[src/rtl/uart_pkg.sv]
// Shared UART definitions: byte width, receive-FIFO entry layout, default depth.
package uart_pkg;

    localparam int BYTE_WIDTH    = 8;
    localparam int RX_FIFO_DEPTH = 8;

    typedef struct packed {
        logic                  error;
        logic [BYTE_WIDTH-1:0] data;
    } rx_entry_t;

endpackage

[src/rtl/rx_fifo_mem.sv]
// Receive FIFO storage: DEPTH x rx_entry_t registers, one synchronous write
// port and one asynchronous read port. Contents are deliberately not reset.
module rx_fifo_mem
    import uart_pkg::*;
#(
    parameter int DEPTH      = RX_FIFO_DEPTH,
    parameter int ADDR_WIDTH = 3
) (
    input  logic                  clk,
    input  logic                  we,
    input  logic [ADDR_WIDTH-1:0] waddr,
    input  rx_entry_t             wdata,
    input  logic [ADDR_WIDTH-1:0] raddr,
    output rx_entry_t             rdata
);

    rx_entry_t mem [DEPTH];

    // Write the addressed entry when enabled.
    always_ff @(posedge clk) begin
        if (we) begin
            mem[waddr] <= wdata;
        end
    end

    assign rdata = mem[raddr];

endmodule

[src/rtl/rx_fifo.sv]
// Receive-side FIFO behind the UART receiver. Pushes one entry per rising
// edge of data_is_valid, presents the head over valid/ready, and flags drops.
// Optional build macro: RX_FIFO_DROP_ERRORED_EN discards parity-errored bytes
// instead of storing them, and ties out_error low.
module rx_fifo
    import uart_pkg::*;
#(
    parameter int DEPTH      = RX_FIFO_DEPTH,
    parameter int ADDR_WIDTH = 3
) (
    input  logic                  clk,
    input  logic                  reset,
    input  logic [BYTE_WIDTH-1:0] received_data,
    input  logic                  data_is_valid,
    input  logic                  rx_error,
    output logic [BYTE_WIDTH-1:0] out_data,
    output logic                  out_error,
    output logic                  out_valid,
    input  logic                  out_ready,
    output logic [ADDR_WIDTH:0]   count,
    output logic                  overflow,
    input  logic                  clear_overflow
);

    localparam logic [ADDR_WIDTH:0] FULL_CNT = (ADDR_WIDTH+1)'(DEPTH);

    logic                  dv_q;
    logic                  push_req;
    logic                  push_ok;
    logic                  pop;
    logic                  full;
    logic                  do_write;
    logic                  drop;
    logic [ADDR_WIDTH-1:0] wr_ptr;
    logic [ADDR_WIDTH-1:0] rd_ptr;
    rx_entry_t             wr_entry;
    rx_entry_t             rd_entry;

    // data_is_valid is a level; only its rising edge requests a push.
    assign push_req = data_is_valid & ~dv_q;

`ifdef RX_FIFO_DROP_ERRORED_EN
    // Errored bytes vanish here, so they neither occupy space nor count as drops.
    assign push_ok = push_req & ~rx_error;
`else
    assign push_ok = push_req;
`endif

    assign full      = (count == FULL_CNT);
    assign out_valid = (count != '0);
    assign pop       = out_valid & out_ready;
    // A pop in the same cycle frees the slot, so a full FIFO still accepts.
    assign do_write  = push_ok & (~full | pop);
    assign drop      = push_ok & full & ~pop;

    assign wr_entry.error = rx_error;
    assign wr_entry.data  = received_data;

    rx_fifo_mem #(
        .DEPTH      (DEPTH),
        .ADDR_WIDTH (ADDR_WIDTH)
    ) u_mem (
        .clk   (clk),
        .we    (do_write),
        .waddr (wr_ptr),
        .wdata (wr_entry),
        .raddr (rd_ptr),
        .rdata (rd_entry)
    );

    // Head entry is gated to zero when empty so stale storage never leaks out.
    assign out_data = out_valid ? rd_entry.data : '0;
`ifdef RX_FIFO_DROP_ERRORED_EN
    assign out_error = 1'b0;
`else
    assign out_error = out_valid & rd_entry.error;
`endif

    // Edge-detect register for data_is_valid.
    always_ff @(posedge clk) begin
        if (reset) begin
            dv_q <= 1'b0;
        end else begin
            dv_q <= data_is_valid;
        end
    end

    // Pointers wrap naturally; full/empty come from count, not pointer compare.
    always_ff @(posedge clk) begin
        if (reset) begin
            wr_ptr <= '0;
            rd_ptr <= '0;
        end else begin
            if (do_write) wr_ptr <= wr_ptr + 1'b1;
            if (pop)      rd_ptr <= rd_ptr + 1'b1;
        end
    end

    // Occupancy: net change of push and pop.
    always_ff @(posedge clk) begin
        if (reset) begin
            count <= '0;
        end else begin
            case ({do_write, pop})
                2'b10:   count <= count + 1'b1;
                2'b01:   count <= count - 1'b1;
                default: count <= count;
            endcase
        end
    end

    // Sticky overflow; a drop in the same cycle beats the clear.
    always_ff @(posedge clk) begin
        if (reset) begin
            overflow <= 1'b0;
        end else if (drop) begin
            overflow <= 1'b1;
        end else if (clear_overflow) begin
            overflow <= 1'b0;
        end
    end

endmodule
[config.mk]
export PLATFORM = sky130hd
export DESIGN_NAME = rx_fifo
export DESIGN_NICKNAME = d
export VERILOG_FILES = /design/src/rtl/uart_pkg.sv /design/src/rtl/rx_fifo_mem.sv /design/src/rtl/rx_fifo.sv
export SDC_FILE = /design/constraint.sdc
export NUM_CORES = 1
export LEC_CHECK = 0
export ABC_CLOCK_PERIOD_IN_PS = 3200
export CORE_MARGIN = 1.5
export CORE_UTILIZATION = 57
export DETAILED_ROUTE_END_ITERATION = 8
export PLACE_DENSITY = 0.89
export SYNTH_ARGS = -nofsm -noshare
export SYNTH_HDL_FRONTEND = slang
export SYNTH_HIERARCHICAL = 1
export SYNTH_SLANG_ARGS = --single-unit
[constraint.sdc]
create_clock -name clk -period 3.2 [get_ports clk]
set_clock_uncertainty 0.1 [all_clocks]
set_input_delay 0.64 -clock clk [delete_from_list [all_inputs] [get_ports clk]]
set_output_delay 0.64 -clock clk [all_outputs]
set_load 0.005 [all_outputs]
==> flow_summary.json, run 1 <==
{
  "htree_num_levels": 3,
  "die_height_um": 81.6,
  "layout_min_cycle_time_ns": 3.09,
  "grt_use_total_pct": 21.6,
  "num_io_pins": 29,
  "layout.nets": 260,
  "swShare_pct": 25.4,
  "crit_type": "flop to primary output",
  "tightest_slew_ns": 0.570,
  "multi_input_area_mm2": 0.00104,
  "slew_headroom_pct": 61.9,
  "via_count": 1834,
  "ctsHoldBuffers": 0,
  "synth_fa_ha_area_share_pct": 1.78,
  "internal_power_mw": 1.90,
  "viasPerCell": 5.75,
  "wl_met2_um": 3200,
  "gp_congestion": 0.763,
  "fin_util_pct": 69.1,
  "drtPass1Iterations": 4,
  "min-delay-start": "overflow",
  "synth_edf_count": 72,
  "first_iter_violations": 92,
  "pwr-share-comb_pct": 25.8,
  "std_cell_rows": 28,
  "clock_latency_ns": 0.34,
  "rrSetupSlack_ns": 0.45,
  "cts_sinks": 84,
  "arrival_ns": 2.35,
  "rsz0062_at_grt": "no",
  "whs_ns": 0.409,
  "r2r-start": "count[0]",
  "power_frac_seq_pct": 50.7,
  "synth_area_mm2": 0.00352,
  "place_hpwl_um": 4330,
  "cts_resized": 0,
  "grt_antenna_before_repair": 0,
  "grt_max_degree": 14,
  "wire_per_inst_um": 19.6,
  "status": "finished clean",
  "synth_area_leaders": "edfxtp_1, mux4_1, dfxtp_1, mux2_2, nor2_1",
  "nFillCells": 395,
  "power.switching_uw": 649,
  "clk_pin_slew_ns": 0.07,
  "tns_ns": 0,
  "synth_top_cell_area_share_pct": 61.4,
  "slowest_delay_ns": 0.59,
  "syn-num-nets": 211,
  "setup_violations": 0,
  "synth_top_family_by_area": "multiplexers",
  "power_frac_clock_pct": 23.5,
  "ys_seq_area_share_pct": 68.2,
  "cts_buffer_depth": 2,
  "async_flop_share_pct": 0,
  "ant_nets": 0,
  "hold_class": "flop to flop",
  "endpoint_kind": "primary output",
  "ys_warn_count": 6,
  "coreArea_mm2": 0.00596,
  "met3WireLength_um": 190,
  "reg2reg_to": "count[2]",
  "synthMuxAreaShare_pct": 17.5,
  "synth_flop_cell": "edfxtp_1",
  "hold_depth": 2,
  "p_leak_nw": 1.41,
  "fin_crit_sh_pct": 96.7,
  "ys_ff_latch": 84,
  "cts_buffers": 9,
  "grt_pass1_wl_um": 9800,
  "portBuffers": 28,
  "overflow": 0,
  "cellPowerDensity_mw_per_mm2": 620,
  "power_mw": 2.55,
  "die_width_um": 81.6,
  "ir_worst_vdd_mv": 0.371,
  "synth_xor_area_share_pct": 1.74,
  "cp_slowest_cell": "mux4_1",
  "synth_cells": 192,
  "wl_met1_um": 2700,
  "timing.fmax_mhz": 323,
  "wl_um": 6260,
  "routed.top_layer": "met4",
  "r2r_cells": 9,
  "seq_area_mm2": 0.00240,
  "hold_viol_final": 0,
  "grt_pass1_vias": 1901,
  "num_antenna_cells": 0,
  "drv_slew": 0,
  "post_cts.repair.setup_buffers": 0,
  "die_area_mm2": 0.00666,
  "start_kind": "flop",
  "path_cells": "buf_4, mux4_1, mux2_2, and2_1, clkdlybuf4s50_1",
  "yosysUniqueCellTypes": 32,
  "synth_area_per_cell_um2": 18.4,
  "cp_max_fo": 10,
  "tritoncts": "yes",
  "synth_compound_area_share_pct": 1.70,
  "drc": 0,
  "yosys.area.top_type": "edfxtp_1",
  "drive_gt1_share_pct": 17.6,
  "synth_simple_gate_area_share_pct": 6.82,
  "root_buffer": "clkbuf_8",
  "crit_required_ns": 2.46,
  "maxCapViolCount": 0,
  "initial_core_util_pct": 59.2,
  "area_growth_pct": 16.8,
  "whs_endpoint": "overflow"
}
==> power by group through the flow <==
stage	Combinational, mW	Clock (mW)	Sequential [mW]
floorplan	0.414	0	1.30
global placement	0.647	0	1.31
detailed placement	0.672	0	1.32
CTS	0.674	0.611	1.29
global route	0.728	0.657	1.30
finish	0.659	0.600	1.29
==> layout by cell type (no fill, tap or decap) <==
| cell type | synthesis | final |
|---|---|---|
| mux2i_1 | 3 | 3 |
| clkdlybuf4s50_1 | 0 | 28 |
| o21ai_0 | 2 | 2 |
| nand2_1 | 3 | 3 |
| inv_1 | 2 | 2 |
| nand3_1 | 1 | 1 |
| or4b_1 | 1 | 1 |
| mux2_2 | 10 | 10 |
| a32o_1 | 1 | 1 |
| xnor2_1 | 3 | 3 |
| or4_4 | 1 | 1 |
| or3_1 | 2 | 2 |
| nor2b_1 | 2 | 2 |
| nand2b_1 | 5 | 5 |
| and2_4 | 1 | 1 |
| edfxtp_1 | 72 | 72 |
| buf_4 | 0 | 19 |
| xor2_1 | 4 | 4 |
| dfxtp_2 | 0 | 1 |
| nor2_1 | 17 | 17 |
| clkinv_1 | 0 | 1 |
| nor3_1 | 2 | 2 |
| ha_1 | 5 | 5 |
| mux4_1 | 18 | 18 |
| clkbuf_8 | 0 | 9 |
| o311a_1 | 1 | 1 |
| clkbuf_1 | 3 | 2 |
| a21oi_1 | 3 | 3 |
| nor3b_1 | 1 | 1 |
| o31a_1 | 1 | 1 |
| clkinvlp_4 | 0 | 1 |
| dfxtp_1 | 12 | 11 |
| o22ai_1 | 1 | 1 |
| clkinv_2 | 0 | 1 |
| and2_1 | 9 | 9 |
==> stage by stage <==
| stage | instance area [um^2] | std cells | worst slack, ns |
|---|---|---|---|
| after floorplan | 3520 | 192 | 0.597 |
| after global placement | 3970 | 305 | 0.260 |
| after detailed placement | 3970 | 305 | 0.162 |
| after CTS | 4110 | 319 | 0.0520 |
| after global routing | 4120 | 319 | 0.0374 |
| final | 4120 | 319 | 0.107 |
==> state kept, by name, summed over array words and instances, names as in the netlist <==
| signal | flops |
|---|---|
| dv_q | 1 |
| rd_ptr | 3 |
| count | 4 |
| overflow | 1 |
| wr_ptr | 3 |
| u_mem/mem | 72 |
==> routing by layer <==
metal | vias to the layer above | global-route usage (%)
met1 | 925 | 26.2
met2 | 32 | 36.9
met4 | 0 | 11.9
li1 | 860 | -
met5 | - | 0
met3 | 17 | 3.56
==> worst max path at each step <==
stage,startpoint,endpoint,slack (ns),depth (start not counted)
2_1_floorplan,count[1],count[2],0.60,11
3_3_place_gp,data_is_valid,count[2],0.26,11
3_5_place_dp,data_is_valid,count[2],0.16,11
4_1_cts,rd_ptr[2],out_data[2],0.05,5
5_1_grt,rd_ptr[0],out_data[4],0.04,5
6_report,rd_ptr[0],out_data[2],0.11,5
==> critical path, delay by kind of cell (launching register included) <==
family | cells | cell delay, ns
buffers and inverters | 2 | 0.66
DFF | 1 | 0.34
muxes | 2 | 0.87
and+or+nand+nor | 1 | 0.13
==> cell type report <==
class	count	share of cell area [%]
repair buffers	47	10.3
clock inverters	3	0.395
inverters	2	0.182
multi-input cells	97	25.3
flip-flops and latches	84	58.4
well taps	75	2.28
clock buffers	11	3.19
==> cell families after synthesis <==
kind of cell    after synthesis
flops                        84
fa+ha+maj                     5
compound gates                9
xor+xnor                      7
mux                          31
simple gates                 45
buf+inv                      11
==> synth_stat cells (all sizes together), types with 3 or more instances <==
master  count
nand2b      5
xnor2       3
edfxtp     72
mux4       18
dfxtp      12
mux2i       3
nand2       3
clkbuf      3
and2       10
xor2        4
nor2       17
buf         6
mux2       10
ha          5
a21oi       3
(Power assumes the default switching activity.)
==> run 2, diff against run 1 <==
- ABC_AREA: not set -> 1
- CORE_UTILIZATION: 57 -> 58
- PLACE_DENSITY: 0.89 -> 0.83
- SLEW_MARGIN: not set -> 0
==> run 2 against run 1 <==
Register-to-register slack better by 0.57 ns. Flip-flop and latch count unchanged. The run now ends with design-rule violations left. Largest cell class unchanged. Final cell count is 74% higher.
==> flow_summary.json, run 2 <==
{
  "status": "finished with violations",
  "violations": "design-rule violations",
  "synth_top_cell_area_share_pct": 54.8,
  "layout_min_cycle_time_ns": 3.00,
  "std_cell_rows": 29,
  "arrival_ns": 2.26,
  "synth_area_leaders": "edfxtp_1, nand2_1, inv_1, dfxtp_1, nand3_1",
  "cts_resized": 0,
  "synth_simple_gate_area_share_pct": 22.4,
  "crit_required_ns": 2.46,
  "gp_congestion": 0.815,
  "power_mw": 3.12,
  "post_cts.repair.setup_buffers": 0,
  "cts_buffer_depth": 2,
  "area_growth_pct": 14.2,
  "cts_buffers": 9,
  "ys_ff_latch": 84,
  "clk_pin_slew_ns": 0.07,
  "setup_ws_ns": 0.204,
  "layout_commonest_cell": "nand2_1",
  "synthMuxAreaShare_pct": 0,
  "setup_violations": 0,
  "ctsHoldBuffers": 0,
  "path_cells": "buf_4, nand3_1, nand2_1, nand2_1, nand2_1, inv_1, nor2_1, clkdlybuf4s50_1",
  "grt_max_degree": 37,
  "tritoncts": "yes",
  "synth_most_common_cell": "nand2_1",
  "endpoint_kind": "primary output",
  "pre_cts_ws_ns": 0.453,
  "rsz0062_at_grt": "no",
  "maxCapViolCount": 0,
  "ys_warn_count": 6,
  "htree_num_levels": 3,
  "die_height_um": 85.5,
  "whs_ns": 0.380,
  "cp_max_fo": 12,
  "hold_viol_final": 0,
  "final_cell_mix": "nand2_1, inv_1, edfxtp_1",
  "place_hpwl_um": 5290,
  "coreArea_mm2": 0.00646,
  "timing.fmax_mhz": 334,
  "first_iter_violations": 205,
  "overflow": 0,
  "start_kind": "flop",
  "hold_class": "flop to flop",
  "synth_common_cells": "nand2_1, inv_1, edfxtp_1, nand3_1, nor2_1",
  "ir_worst_vdd_mv": 0.615,
  "ant_nets": 0,
  "yosys.area.top_type": "edfxtp_1",
  "yosysUniqueCellTypes": 27,
  "synth_flop_cell": "edfxtp_1",
  "crit_type": "flop to primary output",
  "num_io_pins": 29,
  "cellPowerDensity_mw_per_mm2": 693,
  "wire_per_inst_um": 14.7,
  "fin_crit_sh_pct": 93.6,
  "grt_use_total_pct": 24.4,
  "die_width_um": 85.5,
  "path_buf_inv": 3,
  "clock_latency_ns": 0.35,
  "tightest_slew_ns": 0.544,
  "drtPass1Iterations": 6,
  "synth_fa_ha_area_share_pct": 1.59,
  "layout.nets": 492,
  "drc": 3,
  "drive_gt1_share_pct": 7.32,
  "ys_seq_area_share_pct": 60.9,
  "p_leak_nw": 2.09,
  "synth_cells": 433,
  "grt_pass1_vias": 2797,
  "synth_xor_area_share_pct": 0.888,
  "largest_register": "u_mem/mem",
  "via_count": 2854,
  "synth_compound_area_share_pct": 1.84,
  "initial_core_util_pct": 61.1,
  "reg.largest.list": "u_mem/mem x72, count x4",
  "syn-num-nets": 452,
  "slowest_delay_ns": 0.67,
  "root_buffer": "clkbuf_8",
  "drv_slew": 0,
  "synth_top_family_by_area": "simple AND/OR/NAND/NOR gates",
  "tns_ns": 0,
  "cts_sinks": 84,
  "synth_area_per_cell_um2": 9.11,
  "viasPerCell": 5.14,
  "async_flop_share_pct": 0,
  "grt_pass1_wl_um": 13200,
  "portBuffers": 28,
  "synth_area_mm2": 0.00394,
  "cp_slowest_cell": "dfxtp_1",
  "wl_um": 8150,
  "die_area_mm2": 0.00730,
  "num_antenna_cells": 0,
  "critical-path-top-delay-family": "buffers and inverters",
  "slew_headroom_pct": 63.7,
  "synth_edf_count": 72,
  "largest_reg_flops": 72,
  "path_common_cell": "nand2_1",
  "fin_util_pct": 69.7,
  "grt_antenna_before_repair": 0
}
==> run 2: where the power goes <==
part	switching (mW)	internal [mW]
clock	0.350	0.323
sequential	0.0708	1.25
combinational	0.631	0.495
total	1.05	2.07
==> run 2: layout make-up <==
class,count,area (um^2)
sequential,84,2400
fill,500,1960
multi-input combinational,235,1050
timing repair buffer,41,390
inverter,102,388
clock buffer,14,163
tap,77,96.3
clock inverter,2,10.0
==> run 2: stage by stage <==
step                      area (um^2)  std cells
after detailed placement         4330        539
after global placement           4330        539
after floorplan                  3940        433
after global routing             4500        555
after CTS                        4500        555
final                            4500        555
==> run 2: final timing paths <==
path / start / endpoint / slack, ns / cells past startpoint
max: rd_ptr[1] / out_data[0] / 0.20 / 8
min: overflow / overflow / 0.38 / 2
max reg2reg: count[0] / count[2] / 1.02 / 12
min reg2reg: overflow / overflow / 0.38 / 2
==> run 2: metal layers <==
layer	part of all wire, %	track usage [%]	up-vias
met2	51	42.7	83
met4	1.3	8.80	0
met1	42	29.4	1350
met5	0	0	-
met3	5.5	5.74	12
li1	-	-	1409
==> run 2: kinds of logic after synthesis <==
family / count (synthesis)
flip-flops: 84
AND/OR/NAND/NOR: 213
AO/OA/AOI/OAI: 13
adder cells (fa/ha/maj): 5
buffers and inverters: 114
XOR/XNOR: 4
==> run 2: worst register-to-register path, stage by stage (launching register included) <==
cell	delay [ns]
dfxtp_1	0.37
nor2_2	0.19
nand3_2	0.14
nand2_4	0.12
inv_1	0.08
ha_1	0.25
nor2_1	0.13
nor2_2	0.06
ha_1	0.17
a21oi_1	0.17
xnor2_1	0.10
o21ai_0	0.14
inv_1	0.05
